### src/rtl/cphy_lp_pkg.sv
// Shared C-PHY low-power definitions used by the TX and RX control logic.
//   - 2-bit LP control codes (same encoding on both sides of the link)
//   - 3-bit {A,B,C} line-state constants
//   - RX line-state FSM enum
//   - helpers to classify and encode a filtered line state
package cphy_lp_pkg;

    localparam logic [1:0] LP_STOP = 2'b00;
    localparam logic [1:0] LP_001  = 2'b01;
    localparam logic [1:0] LP_000  = 2'b10;
    localparam logic [1:0] LP_100  = 2'b11;

    localparam logic [2:0] LINE_111 = 3'b111;
    localparam logic [2:0] LINE_001 = 3'b001;
    localparam logic [2:0] LINE_000 = 3'b000;
    localparam logic [2:0] LINE_100 = 3'b100;

    typedef enum logic [3:0] {
        StIdle,
        StStop,
        StHsRq,
        StHsPrep,
        StHs,
        StLpRq,
        StLpYield,
        StEscRq,
        StEsc,
        StTaRq
    } lp_state_e;

    function automatic logic line_legal(input logic [2:0] line);
        return (line == LINE_111) || (line == LINE_001) ||
               (line == LINE_000) || (line == LINE_100);
    endfunction

    // Only meaningful for legal line states.
    function automatic logic [1:0] line_to_code(input logic [2:0] line);
        logic [1:0] code;
        case (line)
            LINE_001: code = LP_001;
            LINE_000: code = LP_000;
            LINE_100: code = LP_100;
            default:  code = LP_STOP;
        endcase
        return code;
    endfunction

endpackage

### src/rtl/rx_lp_ctrl_logic_if.sv
// Bundle between the LP line receivers / lane controller and the RX LP decoder.
//   A, B, C     raw LP receiver outputs (asynchronous to the lane clock)
//   RxCtrlIn    decoded filtered LP code
//   lp_stop     level, lane in STOP
//   hs_active   level, HS entry completed
//   esc_active  level, escape entry completed
//   ta_req      one-cycle pulse, turnaround request decoded
//   seq_err     one-cycle pulse, illegal code / transition / timeout
// slave: the decoder; master: the environment driving the lines.
interface rx_lp_ctrl_logic_if;

    logic       A;
    logic       B;
    logic       C;
    logic [1:0] RxCtrlIn;
    logic       lp_stop;
    logic       hs_active;
    logic       esc_active;
    logic       ta_req;
    logic       seq_err;

    modport slave (
        input  A, B, C,
        output RxCtrlIn, lp_stop, hs_active, esc_active, ta_req, seq_err
    );

    modport master (
        output A, B, C,
        input  RxCtrlIn, lp_stop, hs_active, esc_active, ta_req, seq_err
    );

endinterface

### src/rtl/rx_lp_ctrl_logic_lp_line_filter.sv
// Synchronizer and glitch filter for the three LP line receivers.
//   clk        lane clock
//   rst        asynchronous, active-high reset
//   line_raw   {A,B,C} straight from the receivers
//   line_filt  filtered {A,B,C}; changes only after FILT_CYC stable cycles
module lp_line_filter
    import cphy_lp_pkg::*;
#(
    parameter int unsigned FILT_CYC = 4
) (
    input  logic       clk,
    input  logic       rst,
    input  logic [2:0] line_raw,
    output logic [2:0] line_filt
);

    localparam int unsigned CntW = $clog2(FILT_CYC) + 1;
    localparam logic [CntW-1:0] CntMax = CntW'(FILT_CYC - 1);

    logic [2:0]      sync1_q, sync2_q;
    logic [2:0]      cand_q;
    logic [2:0]      filt_q;
    logic [CntW-1:0] cnt_q, cnt_d;

    // cnt counts cycles the candidate has matched since it was loaded; the
    // reload cycle itself is the first stable cycle, so FILT_CYC stable
    // cycles are reached when cnt_d hits FILT_CYC-1.
    always_comb begin
        cnt_d = cnt_q;
        if (sync2_q != cand_q) begin
            cnt_d = '0;
        end else if (cnt_q != CntMax) begin
            cnt_d = cnt_q + 1'b1;
        end
    end

    always_ff @(posedge clk or posedge rst) begin
        if (rst) begin
            sync1_q <= LINE_000;
            sync2_q <= LINE_000;
            cand_q  <= LINE_000;
            filt_q  <= LINE_000;
            cnt_q   <= '0;
        end else begin
            sync1_q <= line_raw;
            sync2_q <= sync1_q;
            cand_q  <= sync2_q;
            cnt_q   <= cnt_d;
            if (cnt_d == CntMax) begin
                filt_q <= sync2_q;
            end
        end
    end

    assign line_filt = filt_q;

endmodule

### src/rtl/rx_lp_ctrl_logic.sv
// Receive-side C-PHY LP line-state decoder.
// Filters the three LP receivers, decodes the filtered state to the 2-bit LP
// code and tracks the HS-entry, escape-entry and turnaround sequences.
//   clk, rst  lane clock and asynchronous active-high reset
//   lp        slave side of rx_lp_ctrl_logic_if (raw lines in, status out)
// All outputs are registered.
module rx_lp_ctrl_logic
    import cphy_lp_pkg::*;
#(
    parameter int unsigned FILT_CYC    = 4,
    parameter int unsigned HS_PREP_CYC = 8,
    parameter int unsigned TIMEOUT_CYC = 1024
) (
    input  logic               clk,
    input  logic               rst,
    rx_lp_ctrl_logic_if.slave  lp
);

    localparam int unsigned TmoW  = $clog2(TIMEOUT_CYC) + 1;
    localparam int unsigned PrepW = $clog2(HS_PREP_CYC) + 1;

    logic [2:0]       line_filt;
    logic [2:0]       filt_prev_q;
    lp_state_e        state_q, state_d;
    logic [TmoW-1:0]  tmo_q, tmo_d;
    logic [PrepW-1:0] prep_q, prep_d;
    logic             err;
    logic             timed;
    logic             tmo_exp;
    logic             prep_done;

    logic [1:0] code_q, code_d;
    logic       lp_stop_q, hs_q, esc_q, ta_q, err_q;

    lp_line_filter #(
        .FILT_CYC (FILT_CYC)
    ) u_filter (
        .clk       (clk),
        .rst       (rst),
        .line_raw  ({lp.A, lp.B, lp.C}),
        .line_filt (line_filt)
    );

    // Intermediate states that are bounded by the timeout.
    assign timed = (state_q == StHsRq)    || (state_q == StHsPrep) ||
                   (state_q == StLpRq)    || (state_q == StLpYield) ||
                   (state_q == StEscRq)   || (state_q == StTaRq);

    assign tmo_exp   = (tmo_q == TmoW'(TIMEOUT_CYC - 1));
    assign prep_done = (prep_q == PrepW'(HS_PREP_CYC - 1));

    // Level-based decode: holding the code that entered a state is not a
    // transition; anything else not listed for that state is an error.
    always_comb begin
        state_d = state_q;
        err     = 1'b0;
        if (line_filt == LINE_111) begin
            state_d = StStop;
        end else begin
            unique case (state_q)
                StIdle, StHs, StEsc: begin
                    // HS/ESC lines toggle freely; IDLE waits for STOP.
                end
                StStop: begin
                    if (line_filt == LINE_001)      state_d = StHsRq;
                    else if (line_filt == LINE_100) state_d = StLpRq;
                    else                            err = 1'b1;
                end
                StHsRq: begin
                    if (line_filt == LINE_000)      state_d = StHsPrep;
                    else if (line_filt != LINE_001) err = 1'b1;
                end
                StHsPrep: begin
                    if (line_filt != LINE_000)      err = 1'b1;
                    else if (prep_done)             state_d = StHs;
                end
                StLpRq: begin
                    if (line_filt == LINE_000)      state_d = StLpYield;
                    else if (line_filt != LINE_100) err = 1'b1;
                end
                StLpYield: begin
                    if (line_filt == LINE_001)      state_d = StEscRq;
                    else if (line_filt == LINE_100) state_d = StTaRq;
                    else if (line_filt != LINE_000) err = 1'b1;
                end
                StEscRq: begin
                    if (line_filt == LINE_000)      state_d = StEsc;
                    else if (line_filt != LINE_001) err = 1'b1;
                end
                StTaRq: begin
                    if (line_filt == LINE_000)      state_d = StIdle;
                    else if (line_filt != LINE_100) err = 1'b1;
                end
                default: err = 1'b1;
            endcase
            // A legal transition taken this cycle beats an expiring timeout.
            if (!err && timed && (state_d == state_q) && tmo_exp) begin
                err = 1'b1;
            end
            if (err) begin
                state_d = StIdle;
            end
        end
    end

    always_comb begin
        tmo_d  = '0;
        prep_d = '0;
        if (state_d == state_q) begin
            if (timed)               tmo_d  = tmo_q + 1'b1;
            if (state_q == StHsPrep) prep_d = prep_q + 1'b1;
        end
    end

    // The code tracks filtered changes only, so the reset-time filtered 000
    // does not show up on RxCtrlIn; illegal codes leave it holding.
    always_comb begin
        code_d = code_q;
        if ((line_filt != filt_prev_q) && line_legal(line_filt)) begin
            code_d = line_to_code(line_filt);
        end
    end

    always_ff @(posedge clk or posedge rst) begin
        if (rst) begin
            state_q     <= StIdle;
            tmo_q       <= '0;
            prep_q      <= '0;
            filt_prev_q <= LINE_000;
            code_q      <= LP_STOP;
            lp_stop_q   <= 1'b0;
            hs_q        <= 1'b0;
            esc_q       <= 1'b0;
            ta_q        <= 1'b0;
            err_q       <= 1'b0;
        end else begin
            state_q     <= state_d;
            tmo_q       <= tmo_d;
            prep_q      <= prep_d;
            filt_prev_q <= line_filt;
            code_q      <= code_d;
            lp_stop_q   <= (state_d == StStop);
            hs_q        <= (state_d == StHs);
            esc_q       <= (state_d == StEsc);
            ta_q        <= (state_q == StLpYield) && (state_d == StTaRq);
            err_q       <= err;
        end
    end

    assign lp.RxCtrlIn   = code_q;
    assign lp.lp_stop    = lp_stop_q;
    assign lp.hs_active  = hs_q;
    assign lp.esc_active = esc_q;
    assign lp.ta_req     = ta_q;
    assign lp.seq_err    = err_q;

endmodule
### src/flat_wrapper.sv
// flat-port wrapper written by rule: the top's interface ports become plain ports
module rx_lp_ctrl_logic_flat import cphy_lp_pkg::*;
#(
    parameter int unsigned FILT_CYC    = 4,
    parameter int unsigned HS_PREP_CYC = 8,
    parameter int unsigned TIMEOUT_CYC = 1024
)
  (clk, rst, lp_A, lp_B, lp_C, lp_RxCtrlIn, lp_lp_stop, lp_hs_active, lp_esc_active, lp_ta_req, lp_seq_err);
  rx_lp_ctrl_logic_if lp_i ();
  input  logic clk;
  input  logic rst;
  input wire logic [$bits(lp_i.A)-1:0] lp_A;
  input wire logic [$bits(lp_i.B)-1:0] lp_B;
  input wire logic [$bits(lp_i.C)-1:0] lp_C;
  output wire logic [$bits(lp_i.RxCtrlIn)-1:0] lp_RxCtrlIn;
  output wire logic [$bits(lp_i.lp_stop)-1:0] lp_lp_stop;
  output wire logic [$bits(lp_i.hs_active)-1:0] lp_hs_active;
  output wire logic [$bits(lp_i.esc_active)-1:0] lp_esc_active;
  output wire logic [$bits(lp_i.ta_req)-1:0] lp_ta_req;
  output wire logic [$bits(lp_i.seq_err)-1:0] lp_seq_err;
  assign lp_i.A = lp_A;
  assign lp_i.B = lp_B;
  assign lp_i.C = lp_C;
  assign lp_RxCtrlIn = lp_i.RxCtrlIn;
  assign lp_lp_stop = lp_i.lp_stop;
  assign lp_hs_active = lp_i.hs_active;
  assign lp_esc_active = lp_i.esc_active;
  assign lp_ta_req = lp_i.ta_req;
  assign lp_seq_err = lp_i.seq_err;
  rx_lp_ctrl_logic #(.FILT_CYC(FILT_CYC), .HS_PREP_CYC(HS_PREP_CYC), .TIMEOUT_CYC(TIMEOUT_CYC)) u_core (.clk(clk), .rst(rst), .lp(lp_i));
endmodule
### config.mk
export PLATFORM = sky130hd
export DESIGN_NAME = rx_lp_ctrl_logic_flat
export DESIGN_NICKNAME = d
export VERILOG_FILES = /design/src/rtl/cphy_lp_pkg.sv /design/src/rtl/rx_lp_ctrl_logic_if.sv /design/src/rtl/rx_lp_ctrl_logic_lp_line_filter.sv /design/src/rtl/rx_lp_ctrl_logic.sv /design/src/flat_wrapper.sv
export SDC_FILE = /design/constraint.sdc
export NUM_CORES = 1
export LEC_CHECK = 0
export ABC_AREA = 1
export CAP_MARGIN = 25
export CORE_ASPECT_RATIO = 1.1
export CORE_MARGIN = 2
export CORE_UTILIZATION = 45
export DETAILED_ROUTE_END_ITERATION = 8
export GPL_ROUTABILITY_DRIVEN = 0
export GPL_TIMING_DRIVEN = 1
export PLACE_DENSITY = 0.63
export SYNTH_ARGS = -nofsm -noshare
export SYNTH_HDL_FRONTEND = slang
export SYNTH_HIERARCHICAL = 1
export SYNTH_SLANG_ARGS = --single-unit
### constraint.sdc
create_clock -name clk -period 5.5 [get_ports clk]
set_input_delay 1.1 -clock clk [delete_from_list [all_inputs] [get_ports clk]]
set_output_delay 1.1 -clock clk [all_outputs]
set_load 0.01 [all_outputs]
; Word level (Yosys, flattened, before mapping)
; Cells that the tools add are included.
[op_classes]
n_reduce_logical = 20
eq_ne = 26
mux = 35
add_sub_neg = 3
[op_table]
columns = op, count
row1 = $mux W4, 15
row2 = $pmux W4 S7, 1
row3 = $eq A4 B3 Y1 const B, 6
row4 = $mux W11, 2
row5 = $eq A4 B4 Y1 const B, 4
row6 = $mux W1, 13
row7 = $add A11 B1 Y11 const B, 1
row8 = $eq A11 B10 Y1 const B, 1
row9 = $eq A4 B1 Y1 const B, 2
row10 = $eq A4 B2 Y1 const B, 2
row11 = $eq A4 B4 Y1, 2
row12 = $logic_or A1 B1 Y1, 8
row13 = $eq A3 B3 Y1 const B, 2
row14 = $mux W3, 2
row15 = $ne A3 B3 Y1, 2
row16 = $pmux W1 S6, 1
row17 = $pmux W2 S3, 1
row18 = $logic_and A1 B1 Y1, 5
row19 = $add A4 B1 Y4 const B, 1
row20 = $logic_not A4 Y1, 1
row21 = $reduce_or A2 Y1, 2
row22 = $add A3 B1 Y3 const B, 1
row23 = $eq A3 B1 Y1 const B, 1
row24 = $eq A3 B2 Y1 const B, 1
row25 = other kinds (7), 7
[totals]
register_bits = 44

; Longest topological paths before layout
[depth]
ltp_word = 16
ltp_mapped = 18
ltp_nobuf = 16

; Cells and area by module
; The synthesis kept the hierarchy.
[modules_own_cells]
columns = mod, n_inst, cells_each, area_per_inst_um2
row1 = rx_lp_ctrl_logic, 1, 240, 1853.0
row2 = lp_line_filter, 1, 53, 599.3

; Worst setup path after synthesis
; Ideal clock, no wire load.
[synth_timing]
path_type = reg-to-reg
startpoint = reg u_core.tmo_q[0]
endpoint = reg u_core.tmo_q[8]
setup_slack_ns = 3.495
path_stages_with_launch = 16
period_less_slack_ns = 2.005
arrival_ns = 1.878
setup_time_ns = 0.127
cell_sequence = dfrtp_1 ha_1 nand3_1 nor2_1 nand2_1 nor2_1 nand2_1 nor2_1 nand3_1 nor2_2 nand2_4 nand3b_2 nand3_1 nand3_4 buf_6 nor3_2
[synth_via]
elab_chain_cells = 8
[synth_lines]
columns = element, line
row1 = start: declaration, rx_lp_ctrl_logic.sv:25  ; logic [TmoW-1:0] tmo_q, tmo_d;
row2 = start signal: assignment, rx_lp_ctrl_logic.sv:138  ; tmo_q <= tmo_d;
row3 = $eq A11 B10 Y1, rx_lp_ctrl_logic.sv:49  ; assign tmo_exp = (tmo_q == TmoW'(TIMEOUT_CYC - 1));
row4 = $logic_and A1 B1 Y1, rx_lp_ctrl_logic.sv:97  ; if (!err && timed && (state_d == state_q) && tmo_exp) begin
row5 = $mux W1, rx_lp_ctrl_logic.sv:97
row6 = $mux W1, rx_lp_ctrl_logic.sv:57  ; if (line_filt == LINE_111) begin
row7 = $mux W4, rx_lp_ctrl_logic.sv:100  ; if (err) begin
row8 = $mux W4, rx_lp_ctrl_logic.sv:57
row9 = $eq A4 B4 Y1, rx_lp_ctrl_logic.sv:109  ; if (state_d == state_q) begin
row10 = $mux W11 (*), rx_lp_ctrl_logic.sv:109
row11 = named net u_core.tmo_d[8], rx_lp_ctrl_logic.sv:25
; Mark *: on every way through the listed nets, which the timed path passes. The rest lies on a longest branch. The select of a mux whose other input is x is not followed.
; A chain may end at the register's enable or synchronous reset.

; Final worst setup path
[layout_timing]
startpoint = reg u_core.state_q[3]
endpoint = reg u_core.prep_q[3]
[layout_via]
elab_chain_cells = 15
[layout_lines]
columns = element, line
row1 = start: declaration, rx_lp_ctrl_logic.sv:24  ; lp_state_e state_q, state_d;
row2 = start signal: assignment, rx_lp_ctrl_logic.sv:126  ; state_q <= StIdle;
row3 = start signal: assignment, rx_lp_ctrl_logic.sv:137  ; state_q <= state_d;
row4 = branches (longest 14 deep; another with $pmux W1 S6), n/a
row5 = $mux W4 (*), rx_lp_ctrl_logic.sv:109
row6 = named net u_core.prep_d[3], rx_lp_ctrl_logic.sv:26  ; logic [PrepW-1:0] prep_q, prep_d;
row7 = end signal: assignment, rx_lp_ctrl_logic.sv:139  ; prep_q <= prep_d;
row8 = end: declaration, rx_lp_ctrl_logic.sv:26
; Mark *: on every way through the listed nets, which the timed path passes. The select of a mux whose other input is x is not followed.

==> impl_metrics.tcl <==
set metrics [dict create \
    outcome "finished clean" \
    timing.fmax_ghz 0.407 \
    async_flop_share_pct 100 \
    clk_path_buf_depth 2 \
    hold_buffers 0 \
    worst_clock_skew_ps 3.64 \
    pre_cts_ws_ps 3080 \
    numCtsBuffers 5 \
    postRouteAntennaNets 0 \
    drc 0 \
    clk_latency_ps 300 \
    synth_seq_cells 44 \
    htree_levels 2 \
    cap_violations 0 \
    antenna_found_initial 0 \
    final_util_pct 51.7 \
    die_w_um 74.4 \
    syn_inst 293 \
    end_kind "flip-flop" \
    syn2layout_area_growth_pct 12.3 \
    cp_cell_sequence "inv_2, nand2_1, nor2_2, inv_2, nor2_1, nor2_1, nand3_2, nand3_1, nand2_1, inv_2, nand2_4, nand3_4, a21oi_2, nand2_2, nor3_1" \
    synth-edff-count 0 \
    power_frac_comb_pct 49.1 \
    dp_hpwl_um 3630 \
    cts_root_buffer "clkbuf_8" \
    rsz0062_at_grt "false" \
    fin_crit_sh_pct 44.6 \
    start_kind "flip-flop" \
    setup_tns_ps 0 \
    die-area_um2 6060 \
    vias 1920 \
    worst-path-max-fanout 15 \
    track_usage_pct 17.9 \
    worst_slack_ps 3040 \
    drv_slew 0 \
    path_depth 15 \
    drive_gt1_share_pct 20.0 \
    cts_tree "yes" \
    rows 28 \
    via_per_inst 4.99 \
    clock_power_share_pct 19.4 \
    layout.nets 317 \
    post_cts_buffers 0 \
    hold_viol_final 0 \
    netSwitchingFraction_pct 45.5 \
    cts.sinks 44 \
    power_density_nw_per_um2 486 \
    r2r-start "u_core/state_q[3]$_DFF_PP0_" \
    path_common_cell "inv_2" \
    drt_pass1_iterations 4 \
    synth.most_common_cell "nand2_1" \
    yosysTopAreaCell "dfrtp_1" \
    p_leak_nw 1.31 \
    routedWlPerCell_um 12.5 \
    required_ps 5720 \
    p_switching_w 0.000609 \
    synth_fp_nets 301 \
    netlist_top_cells_area "dfrtp_1 45%, nand2_1 9.3%, inv_1 4.6%" \
    avgSynthCellArea_um2 8.37 \
    ys_warn_count 6 \
    worst_pin_slew_ps 772 \
    synth_cell_types 34 \
    hold_path_class "flip-flop to flip-flop" \
    arrival_ps 2670 \
    internal-power_w 0.000731 \
    synthesis.area_um2 2450 \
    timing.hold.ws_ps 354 \
    routed_wl_um 4830 \
    synth_ff_type "dfrtp_1" \
    clkSlewWorstSetupHoldPaths_ps 80 \
    place_area_um2 2630 \
    crit_path_end "u_core/prep_q[3]$_DFF_PP0_" \
    num-fill-cells 526 \
    cpPeakStageDelay_ps 460 \
    synthTopCellsByCount "61 x nand2_1, 44 x dfrtp_1, 30 x inv_1, 29 x nor2_1, 17 x nand3_1" \
    worstReg2RegEnd "u_core/prep_q[3]$_DFF_PP0_" \
    power_frac_seq_pct 31.5 \
    globalRouteOverflowTotal 0 \
    finalInstanceArea_um2 2760 \
    crit_buf_inv 3 \
    crit_path_start "u_core/state_q[3]$_DFF_PP0_" \
    synth_top_area_share_pct 44.9 \
    crit_slowest_cell "dfrtp_1" \
    grt_max_degree 30 \
    maxSlewHeadroom_pct 48.1 \
    yosysSeqAreaShare_pct 44.9 \
    ctsResizeCount 0 \
    crit_family "simple AND/OR/NAND/NOR gates" \
    core-area_um2 5330 \
    worst-setup-path-type "flip-flop to flip-flop" \
    ir_drop_mv 0.530 \
    reg2reg_slack_ps 3040 \
    grt_pass1_vias 1769 \
    grt_pass1_wl_um 8190 \
    antenna_cells 0 \
    drt_iter0_markers 62 \
    setup_viol 0 \
    pin_count 12 \
    port-buffer-count 11 \
    period_needed_ps 2460 \
    start_util_pct 46.1 \
    worstRegToRegCells 15 \
    fp.dieH_um 81.4 \
]
-- worst register-to-register path: stages (launching register included) --
cell and delay (ps):
dfrtp_1 460, inv_2 160, nand2_1 120, nor2_2 210, inv_2 70, nor2_1 170
nor2_1 80, nand3_2 90, nand3_1 70, nand2_1 80, inv_2 50, nand2_4 100
nand3_4 80, a21oi_2 140, nand2_2 250, nor3_1 250
-- area by class of cell --
type	count	area, um^2	share of cell area (%)
Sequential cell	44	1100	40.0
Clock buffer	6	82.6	3.00
Timing Repair Buffer	12	118	4.27
Inverter	42	158	5.72
Multi-Input combinational cell	204	1160	42.2
Clock inverter	2	38.8	1.41
Tap cell	75	93.8	3.41
-- worst min-delay path by stage --
stage / start / to / depth (start not counted)
final: u_core/u_filter/sync1_q[1]$_DFF_PP0_ / u_core/u_filter/sync2_q[1]$_DFF_PP0_ / 0
after global routing: u_core/u_filter/sync1_q[2]$_DFF_PP0_ / u_core/u_filter/sync2_q[2]$_DFF_PP0_ / 0
after CTS: u_core/u_filter/sync1_q[1]$_DFF_PP0_ / u_core/u_filter/sync2_q[1]$_DFF_PP0_ / 0
after detailed placement: u_core/u_filter/sync1_q[1]$_DFF_PP0_ / u_core/u_filter/sync2_q[1]$_DFF_PP0_ / 0
after global placement: u_core/u_filter/sync1_q[0]$_DFF_PP0_ / u_core/u_filter/sync2_q[0]$_DFF_PP0_ / 0
after floorplan: u_core/u_filter/sync1_q[0]$_DFF_PP0_ / u_core/u_filter/sync2_q[0]$_DFF_PP0_ / 0
-- per-stage QoR --
step / power, W / instances
2_1_floorplan: 0.000972 / 293
3_3_place_gp: 0.00109 / 377
3_5_place_dp: 0.00109 / 377
4_1_cts: 0.00136 / 385
5_1_grt: 0.00144 / 385
6_report: 0.00134 / 385
-- state kept, by name (all words and copies together) (netlist names), 2 cells and up --
signal,cells
u_core/prep_q,4
u_core/tmo_q,11
u_core/u_filter/cnt_q,3
u_core/u_filter/sync1_q,3
u_core/state_q,4
u_core/filt_prev_q,3
u_core/u_filter/line_filt,3
u_core/u_filter/cand_q,3
u_core/lp.RxCtrlIn,2
u_core/u_filter/sync2_q,3
-- placed cells by master (no fill, tap or decap), drive strengths merged --
master / synthesis / routed
bufinv: 0 / 1
clkdlybuf4s50: 0 / 11
xor2: 2 / 2
ha: 3 / 3
nand3b: 4 / 4
nand4: 3 / 3
nor2: 38 / 38
clkinv: 0 / 1
o21ai: 18 / 18
a21o: 3 / 3
or2: 3 / 3
xnor2: 5 / 5
mux2: 1 / 1
o31ai: 1 / 1
inv: 42 / 42
a21oi: 10 / 10
nand3: 23 / 23
nor3: 18 / 18
clkbuf: 0 / 6
buf: 3 / 1
a211oi: 1 / 1
nand2: 69 / 69
dfrtp: 44 / 44
o221ai: 2 / 2
-- power groups by stage --
| stage | sequential, W | clock, W | combinational (W) |
|---|---|---|---|
| floorplan | 0.000416 | 0 | 0.000556 |
| CTS | 0.000422 | 0.000271 | 0.000662 |
| finish | 0.000422 | 0.000260 | 0.000658 |
| global placement | 0.000427 | 0 | 0.000663 |
| detailed placement | 0.000428 | 0 | 0.000658 |
| global route | 0.000428 | 0.000283 | 0.000733 |
-- per-layer routing --
| metal | track usage, % | part of all wire (%) | vias up | routed length, um |
|---|---|---|---|---|
| li1 | - | - | 974 | - |
| met1 | 24.4 | 45 | 889 | 2200 |
| met2 | 27.7 | 48 | 48 | 2300 |
| met3 | 4.05 | 5.0 | 9 | 241 |
| met4 | 6.79 | 1.8 | 0 | 89 |
| met5 | 0 | 0 | - | 0 |
-- kinds of logic (layout without fill, tap and decap cells) --
| group | Yosys count | after routing | synth area share (%) |
|---|---|---|---|
| AOI/OAI and AO/OA | 35 | 35 | 8.57 |
| adders and majority gates | 3 | 3 | 1.53 |
| muxes | 1 | 1 | 0.459 |
| and+or+nand+nor | 158 | 158 | 34.1 |
| xor gates and xnor gates | 7 | 7 | 2.81 |
| buffers and inverters | 45 | 62 | 7.65 |
| DFF | 44 | 44 | 44.9 |
(Power assumes the default switching activity.)
